$ cat src/rtl/hex_display_ctrl_if.sv
// Host-side bus of the hex display controller: load/ack handshake,
// display controls and the committed value read-back.
interface hex_display_ctrl_if #(
  parameter int NUM_DIGITS = 4
);
  localparam int DATA_W = 4 * NUM_DIGITS;

  logic                  load;
  logic [DATA_W-1:0]     data_in;
  logic [NUM_DIGITS-1:0] dp_in;
  logic                  mode;
  logic                  blank_lz;
  logic                  load_ack;
  logic [DATA_W-1:0]     shown_value;

  modport master (
    output load, data_in, dp_in, mode, blank_lz,
    input  load_ack, shown_value
  );

  modport slave (
    input  load, data_in, dp_in, mode, blank_lz,
    output load_ack, shown_value
  );
endinterface

$ cat src/rtl/hex_display_ctrl.sv
// Multi-digit hex display driver: holds a committed display value, offers
// a load/ack handshake, drives all digits statically and one digit per
// scan slot, with frame-aligned (tear-free) updates in scan mode,
// leading-zero blanking and per-digit decimal points.
module hex_display_ctrl #(
  parameter int NUM_DIGITS = 4,
  parameter int SCAN_DIV   = 1000,
  parameter int ACTIVE_LOW = 1
) (
  input  logic                    clk,
  input  logic                    reset,
  hex_display_ctrl_if.slave       bus,
  output logic [7*NUM_DIGITS-1:0] segs_static,
  output logic [NUM_DIGITS-1:0]   dp_static,
  output logic [6:0]              scan_seg,
  output logic                    scan_dp,
  output logic [NUM_DIGITS-1:0]   scan_an
);
  localparam int DATA_W = 4 * NUM_DIGITS;
  localparam int PRE_W  = $clog2(SCAN_DIV);
  localparam int IDX_W  = (NUM_DIGITS > 1) ? $clog2(NUM_DIGITS) : 1;
  localparam logic [PRE_W-1:0] PRE_MAX = PRE_W'(SCAN_DIV - 1);
  localparam logic [IDX_W-1:0] IDX_MAX = IDX_W'(NUM_DIGITS - 1);
  // Internal segment patterns are active-low; flip everything for active-high boards.
  localparam logic INV = (ACTIVE_LOW == 0);

  // Active-low g..a pattern for one hex nibble.
  function automatic logic [6:0] hex_to_seg(input logic [3:0] nib);
    logic [6:0] s;
    case (nib)
      4'h0:    s = 7'b1000000;
      4'h1:    s = 7'b1111001;
      4'h2:    s = 7'b0100100;
      4'h3:    s = 7'b0110000;
      4'h4:    s = 7'b0011001;
      4'h5:    s = 7'b0010010;
      4'h6:    s = 7'b0000010;
      4'h7:    s = 7'b1111000;
      4'h8:    s = 7'b0000000;
      4'h9:    s = 7'b0010000;
      4'hA:    s = 7'b0001000;
      4'hB:    s = 7'b0000011;
      4'hC:    s = 7'b1000110;
      4'hD:    s = 7'b0100001;
      4'hE:    s = 7'b0000110;
      default: s = 7'b0001110;
    endcase
    return s;
  endfunction

  logic [DATA_W-1:0]     shown_q, shown_d;
  logic [NUM_DIGITS-1:0] shown_dp_q, shown_dp_d;
  logic [DATA_W-1:0]     pend_q, pend_d;
  logic [NUM_DIGITS-1:0] pend_dp_q, pend_dp_d;
  logic                  pend_valid_q, pend_valid_d;
  logic [PRE_W-1:0]      presc_q, presc_d;
  logic [IDX_W-1:0]      idx_q, idx_d;
  logic                  load_ack_q, load_ack_d;

  logic                  frame_end;
  logic                  commit;
  logic                  nz_seen;
  logic                  blank_k;
  logic [6:0]            seg_al [NUM_DIGITS];
  logic [NUM_DIGITS-1:0] an_onehot;

  // Next-state: pending capture, commit (immediate in static, frame end in scan), scan counters.
  always_comb begin
    frame_end    = (presc_q == PRE_MAX) && (idx_q == IDX_MAX);
    commit       = pend_valid_q && (!bus.mode || frame_end);
    shown_d      = shown_q;
    shown_dp_d   = shown_dp_q;
    pend_d       = pend_q;
    pend_dp_d    = pend_dp_q;
    pend_valid_d = pend_valid_q;
    presc_d      = presc_q;
    idx_d        = idx_q;
    load_ack_d   = commit;
    if (commit) begin
      shown_d      = pend_q;
      shown_dp_d   = pend_dp_q;
      pend_valid_d = 1'b0;
    end
    // A load on the commit edge refills pending for the next commit.
    if (bus.load) begin
      pend_d       = bus.data_in;
      pend_dp_d    = bus.dp_in;
      pend_valid_d = 1'b1;
    end
    if (presc_q == PRE_MAX) begin
      presc_d = '0;
      idx_d   = (idx_q == IDX_MAX) ? '0 : idx_q + 1'b1;
    end else begin
      presc_d = presc_q + 1'b1;
    end
  end

  // Control and committed display state, cleared asynchronously.
  always_ff @(posedge clk or negedge reset) begin
    if (!reset) begin
      shown_q      <= '0;
      shown_dp_q   <= '0;
      pend_valid_q <= 1'b0;
      presc_q      <= '0;
      idx_q        <= '0;
      load_ack_q   <= 1'b0;
    end else begin
      shown_q      <= shown_d;
      shown_dp_q   <= shown_dp_d;
      pend_valid_q <= pend_valid_d;
      presc_q      <= presc_d;
      idx_q        <= idx_d;
      load_ack_q   <= load_ack_d;
    end
  end

  // Pending data is only meaningful while pend_valid_q is set, so it needs no reset.
  always_ff @(posedge clk) begin
    pend_q    <= pend_d;
    pend_dp_q <= pend_dp_d;
  end

  // Per-digit patterns with leading-zero blanking, scanning from the top digit down.
  always_comb begin
    nz_seen = 1'b0;
    blank_k = 1'b0;
    for (int k = NUM_DIGITS - 1; k >= 0; k--) begin
      nz_seen   = nz_seen | (shown_q[4*k +: 4] != 4'd0);
      blank_k   = bus.blank_lz && (k > 0) && !nz_seen;
      seg_al[k] = blank_k ? 7'b1111111 : hex_to_seg(shown_q[4*k +: 4]);
    end
  end

  // Pin drive: static digits plus the digit selected by the scan index.
  always_comb begin
    for (int k = 0; k < NUM_DIGITS; k++) begin
      segs_static[7*k +: 7] = seg_al[k] ^ {7{INV}};
    end
    dp_static = ~shown_dp_q ^ {NUM_DIGITS{INV}};
    an_onehot = NUM_DIGITS'(1) << idx_q;
    scan_an   = ~an_onehot ^ {NUM_DIGITS{INV}};
    scan_seg  = seg_al[idx_q] ^ {7{INV}};
    scan_dp   = ~shown_dp_q[idx_q] ^ INV;
  end

  assign bus.load_ack    = load_ack_q;
  assign bus.shown_value = shown_q;
endmodule

$ cat src/flat_wrapper.sv
// flat-port wrapper written by rule: the top's interface ports become plain ports
module hex_display_ctrl_flat 
#(
  parameter int NUM_DIGITS = 4,
  parameter int SCAN_DIV   = 1000,
  parameter int ACTIVE_LOW = 1
)
  (clk, reset, segs_static, dp_static, scan_seg, scan_dp, scan_an, bus_load, bus_data_in, bus_dp_in, bus_mode, bus_blank_lz, bus_load_ack, bus_shown_value);
  hex_display_ctrl_if #(.NUM_DIGITS(NUM_DIGITS)) bus_i ();
  input  logic clk;
  input  logic reset;
  output logic [7*NUM_DIGITS-1:0] segs_static;
  output logic [NUM_DIGITS-1:0] dp_static;
  output logic [6:0] scan_seg;
  output logic scan_dp;
  output logic [NUM_DIGITS-1:0] scan_an;
  input wire logic [$bits(bus_i.load)-1:0] bus_load;
  input wire logic [$bits(bus_i.data_in)-1:0] bus_data_in;
  input wire logic [$bits(bus_i.dp_in)-1:0] bus_dp_in;
  input wire logic [$bits(bus_i.mode)-1:0] bus_mode;
  input wire logic [$bits(bus_i.blank_lz)-1:0] bus_blank_lz;
  output wire logic [$bits(bus_i.load_ack)-1:0] bus_load_ack;
  output wire logic [$bits(bus_i.shown_value)-1:0] bus_shown_value;
  assign bus_i.load = bus_load;
  assign bus_i.data_in = bus_data_in;
  assign bus_i.dp_in = bus_dp_in;
  assign bus_i.mode = bus_mode;
  assign bus_i.blank_lz = bus_blank_lz;
  assign bus_load_ack = bus_i.load_ack;
  assign bus_shown_value = bus_i.shown_value;
  hex_display_ctrl #(.NUM_DIGITS(NUM_DIGITS), .SCAN_DIV(SCAN_DIV), .ACTIVE_LOW(ACTIVE_LOW)) u_core (.clk(clk), .reset(reset), .bus(bus_i), .segs_static(segs_static), .dp_static(dp_static), .scan_seg(scan_seg), .scan_dp(scan_dp), .scan_an(scan_an));
endmodule
$ cat config.mk
export PLATFORM = sky130hd
export DESIGN_NAME = hex_display_ctrl_flat
export DESIGN_NICKNAME = d
export VERILOG_FILES = /design/src/rtl/hex_display_ctrl_if.sv /design/src/rtl/hex_display_ctrl.sv /design/src/flat_wrapper.sv
export SDC_FILE = /design/constraint.sdc
export NUM_CORES = 1
export LEC_CHECK = 0
export ABC_AREA = 0
export CAP_MARGIN = 20
export CORE_ASPECT_RATIO = 0.6
export CORE_MARGIN = 5
export CORE_UTILIZATION = 40
export DETAILED_ROUTE_END_ITERATION = 10
export DONT_BUFFER_PORTS = 1
export PLACE_DENSITY_LB_ADDON = 0.25
export SLEW_MARGIN = 0
export SYNTH_ARGS = -nofsm -noshare
export SYNTH_HDL_FRONTEND = slang
export SYNTH_SLANG_ARGS = --single-unit
$ cat constraint.sdc
create_clock -name clk -period 1.9 [get_ports clk]
set_input_delay 0.285 -clock clk [delete_from_list [all_inputs] [get_ports clk]]
set_output_delay 0.285 -clock clk [all_outputs]
set_load 0.01 [all_outputs]
==> results.py <==
metrics = {
    "run_status": {
        "outcome": "complete, but fails checks",
        "failed_checks": "setup timing",
    },
    "run": {
        "maxCapViolCount": 0,
    },
    "cells_and_area": {
        "layout_commonest_cell": "buf_4",
        "syn2layout_area_growth_pct": 43.96,
        "final_cell_mix": "buf_4, buf_6, dfrtp_1",
        "drive_gt1_share_pct": 56.57,
        "instances_no_fill": 538,
        "nNetsFinal": 479,
        "diodes": 0,
        "nFillCells": 696,
    },
    "route": {
        "drc": 0,
        "vias": 2907,
        "via_per_inst": 5.403,
        "wl_per_cell_um": 19.15,
        "drtIter0Drc": 145,
        "totalWireLength_um": 10300,
        "first_pass_iters": 4,
        "detail-route-antenna-nets": 0,
    },
    "synth": {
        "avgSynthCellArea_um2": 11.47,
        "synth_area_leader_cell": "dfrtp_1",
        "ys_types": 63,
        "postSynth.asyncResetShare_pct": 62.96,
        "synth_edf_count": 20,
        "synth_top_area_share_pct": 23.48,
        "syn_area_um2": 3623,
        "synth-seq-area-share_pct": 40.06,
        "synth.area.top_cells": "dfrtp_1, edfxtp_1, ha_1",
        "netlist_instances": 316,
        "yosys_warnings": 0,
        "synthesis.nets": 370,
        "synth-main-ff-cell": "dfrtp_1",
        "synth_seq_cells": 54,
    },
    "pwr": {
        "p_switching_w": 0.001714,
        "power_leakage_nw": 2.389,
        "intPower_w": 0.003096,
        "vdd_drop_max_mv": 0.4452,
        "p_comb_share_pct": 50.0,
        "total_power_w": 0.004810,
        "power_density_nw_per_um2": 922.1,
        "switching_share_pct": 35.63,
        "p_seq_share_pct": 30.3,
        "clock_power_share_pct": 19.6,
    },
    "timing": {
        "rsz0062_at_grt": "yes",
        "finalCritPeriodShare_pct": 127.5,
        "timing.hold.ws_ps": 75.38,
        "fmax_mhz": 412.9,
        "worst-slew-pin-transition_ps": 460.8,
        "fin_ws_ps": -521.8,
        "relSlewSlack_pct": 69.28,
        "hold_viol_final": 0,
        "drv_slew": 0,
        "period_minus_slack_ps": 2422,
        "finalSetupViolCount": 29,
        "skew_ps": 5.837,
    },
    "global_routing": {
        "first_global_vias": 2860,
        "grt_pass1_wl_um": 15750,
        "antenna_found_initial": 0,
        "grt_max_degree": 35,
        "grt.overflow.total": 0,
        "grtUsageTotal_pct": 18.00,
    },
    "floorplan": {
        "core_um2": 8653,
        "die_w_um": 132.9,
        "io_pins": 86,
        "die_height_um": 83.73,
        "die_area_um2": 11130,
        "row_count": 26,
        "start_util_pct": 41.87,
    },
    "worst_setup_path": {
        "arrival_ps": 2140,
        "cp-end-kind": "primary output",
        "crit_fanout": 6,
        "cp-start-kind": "register",
        "worstPathRequired_ps": 1620,
        "worstSetupPathType": "register to primary output",
    },
    "cts": {
        "clock_latency_ps": 300,
        "cts_tree": "yes",
        "cts_buffers": 5,
        "clk_pin_slew_worst_paths_ps": 70,
        "cts.sinks": 54,
        "clockBufferDepth": 2,
        "htreeDepth": 2,
        "root_buffer": "clkbuf_16",
    },
    "place": {
        "gp_congestion": 0.8881,
        "hpwl_um": 7749,
        "place.port_buffers": 0,
        "pre_cts_ws_ps": -200.3,
        "placed_cells": 513,
    },
    "worst_hold_path": {
        "hold_path.class": "input port to register",
    },
}
[critical path: stages, from the launching register on]
cell,delay (ps)
dfrtp_2,420
inv_2,90
ha_4,140
nor4bb_4,290
buf_4,190
buf_6,90
nand4_4,120
o211ai_1,180
mux4_2,330
[routing by layer]
metal	vias up	global-route usage (%)	share of wire, %
met4	0	5.189	1.4
met5	-	0	0
li1	1365	-	-
met3	12	4.337	7.0
met1	1434	25.58	47
met2	96	27.16	45
[final timing paths]
path,start,to,slack (ps),cells after the start
worst max-delay path,u_core.bus.shown_value[13],scan_seg[1],-520,8
worst min-delay path,bus_data_in[5],u_core.pend_q[5],80,0
worst max register to register,u_core.idx_q[1],u_core.bus.shown_value[1],100,6
worst min register to register,u_core.pend_q[2],u_core.bus.shown_value[2],480,1
max in group asynchronous,reset,u_core.bus.shown_value[15],1270,2
min in group asynchronous,reset,u_core.presc_q[8],430,2
[power by group through the flow]
stage / sequential [W] / clock, W / combinational, W
floorplan: 0.00148 / 0 / 0.00105
global placement: 0.00147 / 0 / 0.00192
detailed placement: 0.00147 / 0 / 0.00194
CTS: 0.00145 / 0.000962 / 0.00220
global route: 0.00148 / 0.00101 / 0.00256
finish: 0.00146 / 0.000944 / 0.00241
[Yosys cell counts, types with 6 or more instances]
cell	count
buf_2	6
dfrtp_1	34
mux2i_1	11
nor2_1	15
o21ai_0	11
o211ai_1	10
mux4_2	6
mux2_4	19
nand2_1	15
clkbuf_1	8
ha_1	29
edfxtp_1	20
nand3_1	7
inv_1	30
[flip-flops by register name (all words and copies together), names as in the netlist]
signal,count
u_core.bus.load_ack,1
u_core.bus.shown_value,16
u_core.idx_q,2
u_core.pend_dp_q,4
u_core.pend_q,16
u_core.pend_valid_q,1
u_core.presc_q,10
u_core.shown_dp_q,4
[cell families (layout without fill, tap and decap cells)]
logic type | after synthesis | after routing | synth area share (%)
AO/OA/AOI/OAI | 67 | 67 | 14.30
buffers and inverters | 49 | 159 | 6.112
multiplexers | 41 | 41 | 16.19
XOR/XNOR | 6 | 6 | 1.450
AND/OR/NAND/NOR | 70 | 70 | 11.88
adder cells (fa/ha/maj) | 29 | 29 | 10.01
flip-flops | 54 | 54 | 40.06
[through the flow]
step           util [%]  setup TNS [ps]  area [um2]
3_3_place_gp      51.85           -1085        4487
3_5_place_dp      51.85           -1705        4487
2_1_floorplan         -          -438.6        3675
6_report          60.28           -8999        5216
5_1_grt           60.28          -11600        5216
4_1_cts           57.27           -7609        4956
[what timing repair did]
item | CTS | global route
buffers inserted | 13 | 9
resized for setup | 60 | 50
hold buffers | 2 | 0
pin swaps | 15 | 19
endpoints found under the setup margin | 34 | 55
hold endpoints to repair | 34 | 0
[final cells by class]
cell class	instances	area (um2)	share of cell area [%]
repair buffers	121	1032	19.79
clock buffers	5	125.1	2.399
inverters	30	120.1	2.303
flip-flops and latches	54	1464	28.06
multi-input cells	213	2310	44.28
well taps	112	140.1	2.686
clock inverters	3	25.02	0.4797
(Power assumes the default switching activity.)
